## src/rtl/fetch_pkg.sv

```systemverilog
// Shared types and constants for the instruction fetch front end.
package fetch_pkg;

    localparam int IW = 17;
    localparam int AW = 16;

    // One fetched instruction together with the PC it was read from.
    typedef struct packed {
        logic [IW-1:0] instr;
        logic [AW-1:0] pc;
    } fetch_entry_t;

    // Word-addressed sequential PC; wraps 16'hFFFF -> 16'h0000 naturally.
    function automatic logic [AW-1:0] next_pc(input logic [AW-1:0] pc);
        return pc + 1'b1;
    endfunction

endpackage

```

## src/rtl/fetch_fifo.sv

```systemverilog
// Synchronous FIFO of fetch entries with single-cycle flush and
// combinational head output. Caller must not push into a full FIFO
// unless it also pops in the same cycle.
module fetch_fifo
    import fetch_pkg::*;
#(
    parameter int DEPTH = 4
) (
    input  logic                     clk,
    input  logic                     rst,
    input  logic                     i_push,
    input  logic                     i_pop,
    input  logic                     i_flush,
    input  fetch_entry_t             i_data,
    output fetch_entry_t             o_head,
    output logic [$clog2(DEPTH):0]   o_count
);

    localparam int PW = $clog2(DEPTH);
    localparam int CW = PW + 1;

    fetch_entry_t    r_mem [DEPTH];
    logic [PW-1:0]   r_rd_ptr;
    logic [PW-1:0]   r_wr_ptr;
    logic [CW-1:0]   r_count;
    logic            w_do_push;
    logic            w_do_pop;

    // Flush and reset both suppress any push/pop of the same cycle.
    always_comb begin
        w_do_push = i_push & ~i_flush & ~rst;
        w_do_pop  = i_pop  & ~i_flush & ~rst;
    end

    // Pointer and occupancy tracking; pointers wrap modulo DEPTH.
    always_ff @(posedge clk) begin
        if (rst || i_flush) begin
            r_rd_ptr <= '0;
            r_wr_ptr <= '0;
            r_count  <= '0;
        end else begin
            if (w_do_push) begin
                r_wr_ptr <= r_wr_ptr + 1'b1;
            end
            if (w_do_pop) begin
                r_rd_ptr <= r_rd_ptr + 1'b1;
            end
            case ({w_do_push, w_do_pop})
                2'b10:   r_count <= r_count + 1'b1;
                2'b01:   r_count <= r_count - 1'b1;
                default: r_count <= r_count;
            endcase
        end
    end

    // Storage array; contents need no reset because count gates validity.
    always_ff @(posedge clk) begin
        if (w_do_push) begin
            r_mem[r_wr_ptr] <= i_data;
        end
    end

    assign o_head  = r_mem[r_rd_ptr];
    assign o_count = r_count;

endmodule

```

## src/rtl/instr_fetch_queue.sv

```systemverilog
// Fetch-stage front end: owns the PC, drives the instruction memory read
// port, queues returned instructions with their PC and hands them to decode
// through a valid/ready handshake. A redirect flushes queued work.
module instr_fetch_queue
    import fetch_pkg::*;
#(
    parameter int            DEPTH    = 4,
    parameter logic [AW-1:0] RESET_PC = 16'h0000
) (
    input  logic          clk,
    input  logic          rst,
    output logic [AW-1:0] im_addr,
    output logic          im_rd_en,
    input  logic [IW-1:0] im_instr,
    input  logic          redirect_valid,
    input  logic [AW-1:0] redirect_pc,
    output logic          instr_valid,
    output logic [IW-1:0] instr_out,
    output logic [AW-1:0] pc_out,
    input  logic          instr_ready
);

    localparam int            CW   = $clog2(DEPTH) + 1;
    localparam logic [CW-1:0] FULL = CW'(DEPTH);

    logic [AW-1:0] r_pc;
    logic [CW-1:0] w_count;
    logic          w_pop;
    logic          w_fetch;
    fetch_entry_t  w_push_data;
    fetch_entry_t  w_head;

    // Fetch gating: a full queue may still fetch when it is popped this cycle.
    always_comb begin
        instr_valid = (w_count != '0);
        w_pop       = instr_valid & instr_ready;
        w_fetch     = ~rst & ~redirect_valid & ((w_count < FULL) | w_pop);
        w_push_data = '{instr: im_instr, pc: r_pc};
    end

    // Program counter: reset beats redirect, redirect beats sequential fetch.
    always_ff @(posedge clk) begin
        if (rst) begin
            r_pc <= RESET_PC;
        end else if (redirect_valid) begin
            r_pc <= redirect_pc;
        end else if (w_fetch) begin
            r_pc <= next_pc(r_pc);
        end
    end

    // The IM returns data on the falling edge of the fetch cycle, so the
    // push happens at the rising edge that closes that same cycle.
    fetch_fifo #(
        .DEPTH (DEPTH)
    ) u_fifo (
        .clk     (clk),
        .rst     (rst),
        .i_push  (w_fetch),
        .i_pop   (w_pop),
        .i_flush (redirect_valid),
        .i_data  (w_push_data),
        .o_head  (w_head),
        .o_count (w_count)
    );

    assign im_addr   = r_pc;
    assign im_rd_en  = w_fetch;
    assign instr_out = w_head.instr;
    assign pc_out    = w_head.pc;

endmodule

```

## config.mk

```make
export PLATFORM = sky130hd
export DESIGN_NAME = instr_fetch_queue
export DESIGN_NICKNAME = d
export VERILOG_FILES = /design/src/rtl/fetch_pkg.sv /design/src/rtl/fetch_fifo.sv /design/src/rtl/instr_fetch_queue.sv
export SDC_FILE = /design/constraint.sdc
export NUM_CORES = 1
export LEC_CHECK = 0
export BUFFER_PORTS_ARGS = -buffer_cell sky130_fd_sc_hd__buf_2
export CAP_MARGIN = 25
export CORE_UTILIZATION = 37
export DETAILED_ROUTE_END_ITERATION = 10
export HOLD_SLACK_MARGIN = 0.03
export SYNTH_ARGS = -nofsm -noshare
export SYNTH_HDL_FRONTEND = slang
export SYNTH_SLANG_ARGS = --single-unit
```

## constraint.sdc

```tcl
create_clock -name clk -period 4.89 [get_ports clk]
set_input_delay 0.978 -clock clk [delete_from_list [all_inputs] [get_ports clk]]
set_output_delay 0.978 -clock clk [all_outputs]
set_load 0.02 [all_outputs]
```

==> metrics, run 1 <==
status completed; top post-synthesis cells by area edfxtp_1 (65%), mux4_2 (12%), dfxtp_1 (8.2%); average cell area after synthesis 18.0 um2; Sink Count 157; post-synth top area cell edfxtp_1; ys async rst share 0; Core Area 0.0161 mm2; Final setup viols 0; initial core utilization 0.382; CTS root buf clkbuf_16; CTS H-Tree Depth 4; CP Max Fanout 17; Distinct cells, synth 40; WHS Path Cells 2; Clock Latency Late Sink between 0.4 and 0.5 ns; TritonCTS clock tree yes; Max Fclk 0.318 GHz; kind of critical path reg2out; Final HPWL DP 7.41 mm; relative slew slack 0.352; critical path arrival 2.17 ns; synth-to-layout area growth 21.0%; Final Hold Viols 0; vias in the first global route 3467; post-detailed-route DRC marker count 0; Worst Tran Pin Value 0.972 ns; num rows 46; drt first pass iters 4; number of synthesized flops with an enable pin 132; RSZ-0062 raised after global routing false; Hold Slack between 0.4 and 0.5 ns; Seq/Total Area, Yosys 0.728; final core utilization 0.462; top cells by count, synth edfxtp_1 (132), mux4_2 (33), dfxtp_1 (25); Power Density 404 mW/mm2; worst path cell trace buf_12 -> buf_4 -> mux4_2 -> buf_2; r2r setup slk 2.75 ns; Yosys top cell area share 0.647; Remaining Overflow, GRT 0; detailed-route wire length 12.1 mm; die area 0.0171 mm2; Final nets ~480; yosys warns 0; I/O pin count 88; Final Critical Period 3.15 ns; DRT iter0 DRCs 257; Leak 2.53 nW; post-CTS setup buffer count 0; Hold EP u_fifo.r_wr_ptr[1]; CP Capture Type primary output; reg-to-reg critical path endpoint u_fifo.o_count[2]; Critical Path RT 3.91 ns; syn nets 385; routed via count roughly 3300; diode count 0; Synth Flop Type edfxtp_1; CP peak stage delay 0.55 ns; pin count of the biggest net entering global routing 34; Worst IR Drop VDD between 0.0002 and 0.00025 V; vias per cell 5.03; reg2reg start u_fifo.o_count[2]; Slowest-stage cell, CP dfxtp_2; GPL Wtd Cong 0.828; mean routed wirelength per cell 18.2 um; Worst Hold Class reg2reg; Post-Route Setup TNS 0 ns; initial antenna violation count 0; Max clock buf depth 2; first-pass GRT wire length 18.9 mm; cell with the most instances after synthesis edfxtp_1; period utilisation layout 0.644; CTS clk-pin slew, worst paths 0.06 ns; Slew Viols, Final 0; cell area after synthesis 0.00613 mm2; #FFs+latches synth 157; share of cells above drive strength 1 0.367; Total Routing Usage GR 0.154; hold-fix buffers at CTS 0; Max-Cap Viols 0; CTS buffer count 17; post-synthesis instance total 341; hold path startpoint u_fifo.r_wr_ptr[1]; post-cts sizing count 0; R2R cell count 8; CP startpoint kind flip-flop; PortBufs 87; Post-DRT Antenna Nets 0; die width 131 um; chip height 131 um; Fin Clk Skew 0.00656 ns
==> layer usage <==
layer | vias up | GRT usage | share of wire
met5 | - | 0 | 0
met4 | 0 | 0.0521 | 0.010
met3 | 14 | 0.0472 | 0.063
met2 | 122 | 0.259 | 0.49
met1 | 1656 | 0.189 | 0.43
li1 | 1545 | - | -
==> placed cells by master (no fill, tap or decap), drive strengths merged, types with 5 or more instances in the layout <==
cell type / n
edfxtp: 132
buf: 90
mux4: 33
dfxtp: 25
clkbuf: 17
nand2: 16
inv: 16
nor2: 15
xnor2: 9
a21oi: 8
and3: 7
xor2: 6
nor4: 6
ha: 6
nand4: 5
==> worst max path at each step <==
stage	startpoint	endpoint
CTS	flip-flop	instr_out[9]
global placement	flip-flop	instr_out[15]
detailed placement	rst	u_fifo.o_count[2]
finish	flip-flop	instr_out[9]
global route	flip-flop	instr_out[14]
floorplan	rst	u_fifo.o_count[2]
==> critical path, delay by kind of cell, from the launching register on <==
kind,cells,cell delay (ns)
buffers and inverters,3,0.66
DFF,1,0.55
muxes,1,0.52
==> power by group <==
group	switching (mW)	total, mW	internal (mW)	leakage [nW]
logic	0.0874	0.141	0.0535	0.824
registers	0.0279	1.51	1.49	1.42
clock network	0.534	1.34	0.810	0.287
total	0.649	3.00	2.35	2.53
==> registers in the layout, summed over array words and instances (netlist names), named ones only <==
signal	cells
u_fifo.o_count	3
u_fifo.r_mem	132
u_fifo.r_wr_ptr	2
im_addr	16
u_fifo.r_rd_ptr	2
==> layout make-up <==
type	instances	area (um2)
fill	1393	8640
clock inverter	15	186
sequential	157	4470
inverter	12	45.0
multi-input combinational	156	1560
clock buffer	17	425
timing repair buffer	90	470
tap	216	270
==> per-stage QoR <==
step	cell area, um2	total power [mW]	cells	setup WS [ns]
after CTS	7390	3.03	661	1.34
after global routing	7420	3.10	663	1.57
final	7420	3.00	663	1.74
after detailed placement	6780	1.68	629	1.79
after floorplan	6130	1.62	341	2.11
after global placement	6780	1.68	629	1.85
==> cells by family (layout without fill, tap and decap cells) <==
logic type / count (synthesis) / count (layout) / share of synthesized area
xor gates and xnor gates: 15 / 15 / 0.0214
muxes: 34 / 34 / 0.123
and+or+nand+nor: 69 / 69 / 0.0588
buffers and inverters: 28 / 134 / 0.0190
AOI/OAI and AO/OA: 31 / 31 / 0.0341
DFF: 157 / 157 / 0.728
adders and majority gates: 7 / 7 / 0.0155
Power figures use the tool's default switching activity.
==> run 2: changes to the inputs <==
Clock period 4.89 ns to 3.1 ns, I/O delays scaled along.
==> metrics, run 2 (synthesized netlist as in run 1, its figures left out) <==
status completed; PortBufs 87; WHS Path Cells 1; Critical Path RT approximately 2.5 ns; Max Fclk 0.381 GHz; Post-DRT Antenna Nets 0; vias in the first global route 3472; critical path arrival 2.00 ns; hold-fix buffers at CTS 0; R2R cell count 8; Slowest-stage cell, CP dfxtp_2; CP Max Fanout 12; Core Area approximately 0.016 mm2; Worst Hold Class in2reg; drt first pass iters 4; worst path cell trace buf_12 -> mux4_2 -> buf_2; Worst IR Drop VDD 0.000393 V; die area 0.0171 mm2; CP Buf/Inv Count 2; Final setup viols 0; r2r setup slk roughly 0.96 ns; Clk network pwr share 0.428; Max clock buf depth 2; post-cts sizing count 0; CTS buffer count 17; fill count 1383; Logic pwr share 0.049; TritonCTS clock tree yes; max reg flops 132; pin count of the biggest net entering global routing 34; mean routed wirelength per cell about 18 um; detailed-route wire length 12.4 mm; initial core utilization 0.382; chip height roughly 130 um; initial antenna violation count 0; kind of critical path reg2out; switch share 0.213; reg-to-reg critical path endpoint u_fifo.o_count[2]; critical path depth 3; die width 131 um; num rows 46; post-CTS setup buffer count 0; Leak 2.56 nW; most frequent cells in the layout edfxtp_1 (132), buf_2 (87), mux4_2 (33); post-detailed-route DRC marker count 0; CP peak stage delay 0.61 ns; sequential share of power 0.523; GPL Wtd Cong 0.795; CTS root buf clkbuf_16; synth-to-layout area growth 21.5%; period utilisation layout 0.847; critical path's top delay family flip-flops; Final HPWL DP 8.19 mm; CP startpoint kind flip-flop; Sink Count about 160; share of cells above drive strength 1 0.367; CTS H-Tree Depth 4; diode count 0; I/O pin count 88; DRT iter0 DRCs 217; Remaining Overflow, GRT 0; Total Routing Usage GR 0.158; Final Critical Period around 2.6 ns; Fin Clk Skew around 0.0063 ns; reg2reg start u_fifo.o_count[2]; switching pwr 971 uW; Clock Latency Late Sink 0.43 ns; Post-Route Setup TNS 0 ns; Power Density 613 mW/mm2; Hold EP u_fifo.r_mem[3][24]; CTS clk-pin slew, worst paths 0.06 ns; Worst Tran Pin Value 0.647 ns; most common cell after layout, fill and taps aside edfxtp_1; Final Hold Viols 0; hold path startpoint im_instr[8]; CP Capture Type primary output; first-pass GRT wire length around 19 mm; final core utilization 0.464; Max-Cap Viols 0; Power Internal roughly 3.6 mW; Slew Viols, Final 0; vias per cell 5.07; Biggest register u_fifo.r_mem; Final nets 486; relative slew slack 0.568; routed via count 3402; RSZ-0062 raised after global routing false
-- run 2: through the flow --
step / cell area (um2) / cells / hold WS (ns) / worst slack (ns) / total power [mW]
global placement: 6890 / 639 / 0.480 / 0.410 / 2.65
global route: 7450 / 671 / 0.392 / 0.352 / 4.74
detailed placement: 6890 / 639 / 0.498 / 0.326 / 2.66
floorplan: 6130 / 341 / 0.465 / 0.682 / 2.55
finish: 7450 / 671 / 0.411 / 0.475 / 4.57
CTS: 7450 / 671 / 0.389 / 0.406 / 4.61
-- run 2: power by group through the flow --
stage,clock (mW),combinational (mW),sequential [mW]
floorplan,0,0.116,2.43
global placement,0,0.226,2.43
detailed placement,0,0.229,2.43
CTS,1.99,0.230,2.39
global route,2.09,0.247,2.39
finish,1.95,0.226,2.39
-- run 2: worst max-delay path by stage --
stage	startpoint	to
after global placement	rst	u_fifo.o_count[2]
after CTS	flip-flop	pc_out[12]
after detailed placement	rst	u_fifo.o_count[2]
final	flip-flop	pc_out[0]
after global routing	flip-flop	pc_out[0]
after floorplan	rst	u_fifo.o_count[2]
-- run 2: layout make-up --
cell class              count  area, um2  share of cell area
clock buffers              18        429              0.0576
clock inverters            14        128              0.0171
inverters                  12       45.0             0.00605
multi-input cells         156       1560               0.209
flip-flops and latches    157       4470               0.600
well taps                 216        270              0.0363
repair buffers             98        556              0.0746
-- run 2: worst reg2reg max path, cell delays in order, from the launching register on --
cell      delay, ns
dfxtp_1        0.37
nand2b_1       0.18
nand2_2        0.22
ha_1           0.23
inv_1          0.07
fa_1           0.38
xor2_1         0.16
or3_1          0.31
a21oi_1        0.15
-- run 2: per-layer routing --
| layer | up-vias | track usage | routed length [um] |
|---|---|---|---|
| met5 | - | 0 | 0 |
| li1 | 1564 | - | - |
| met4 | 0 | 0.0690 | 175 |
| met3 | 12 | 0.0403 | 538 |
| met1 | 1720 | 0.211 | 5710 |
| met2 | 106 | 0.246 | 5930 |
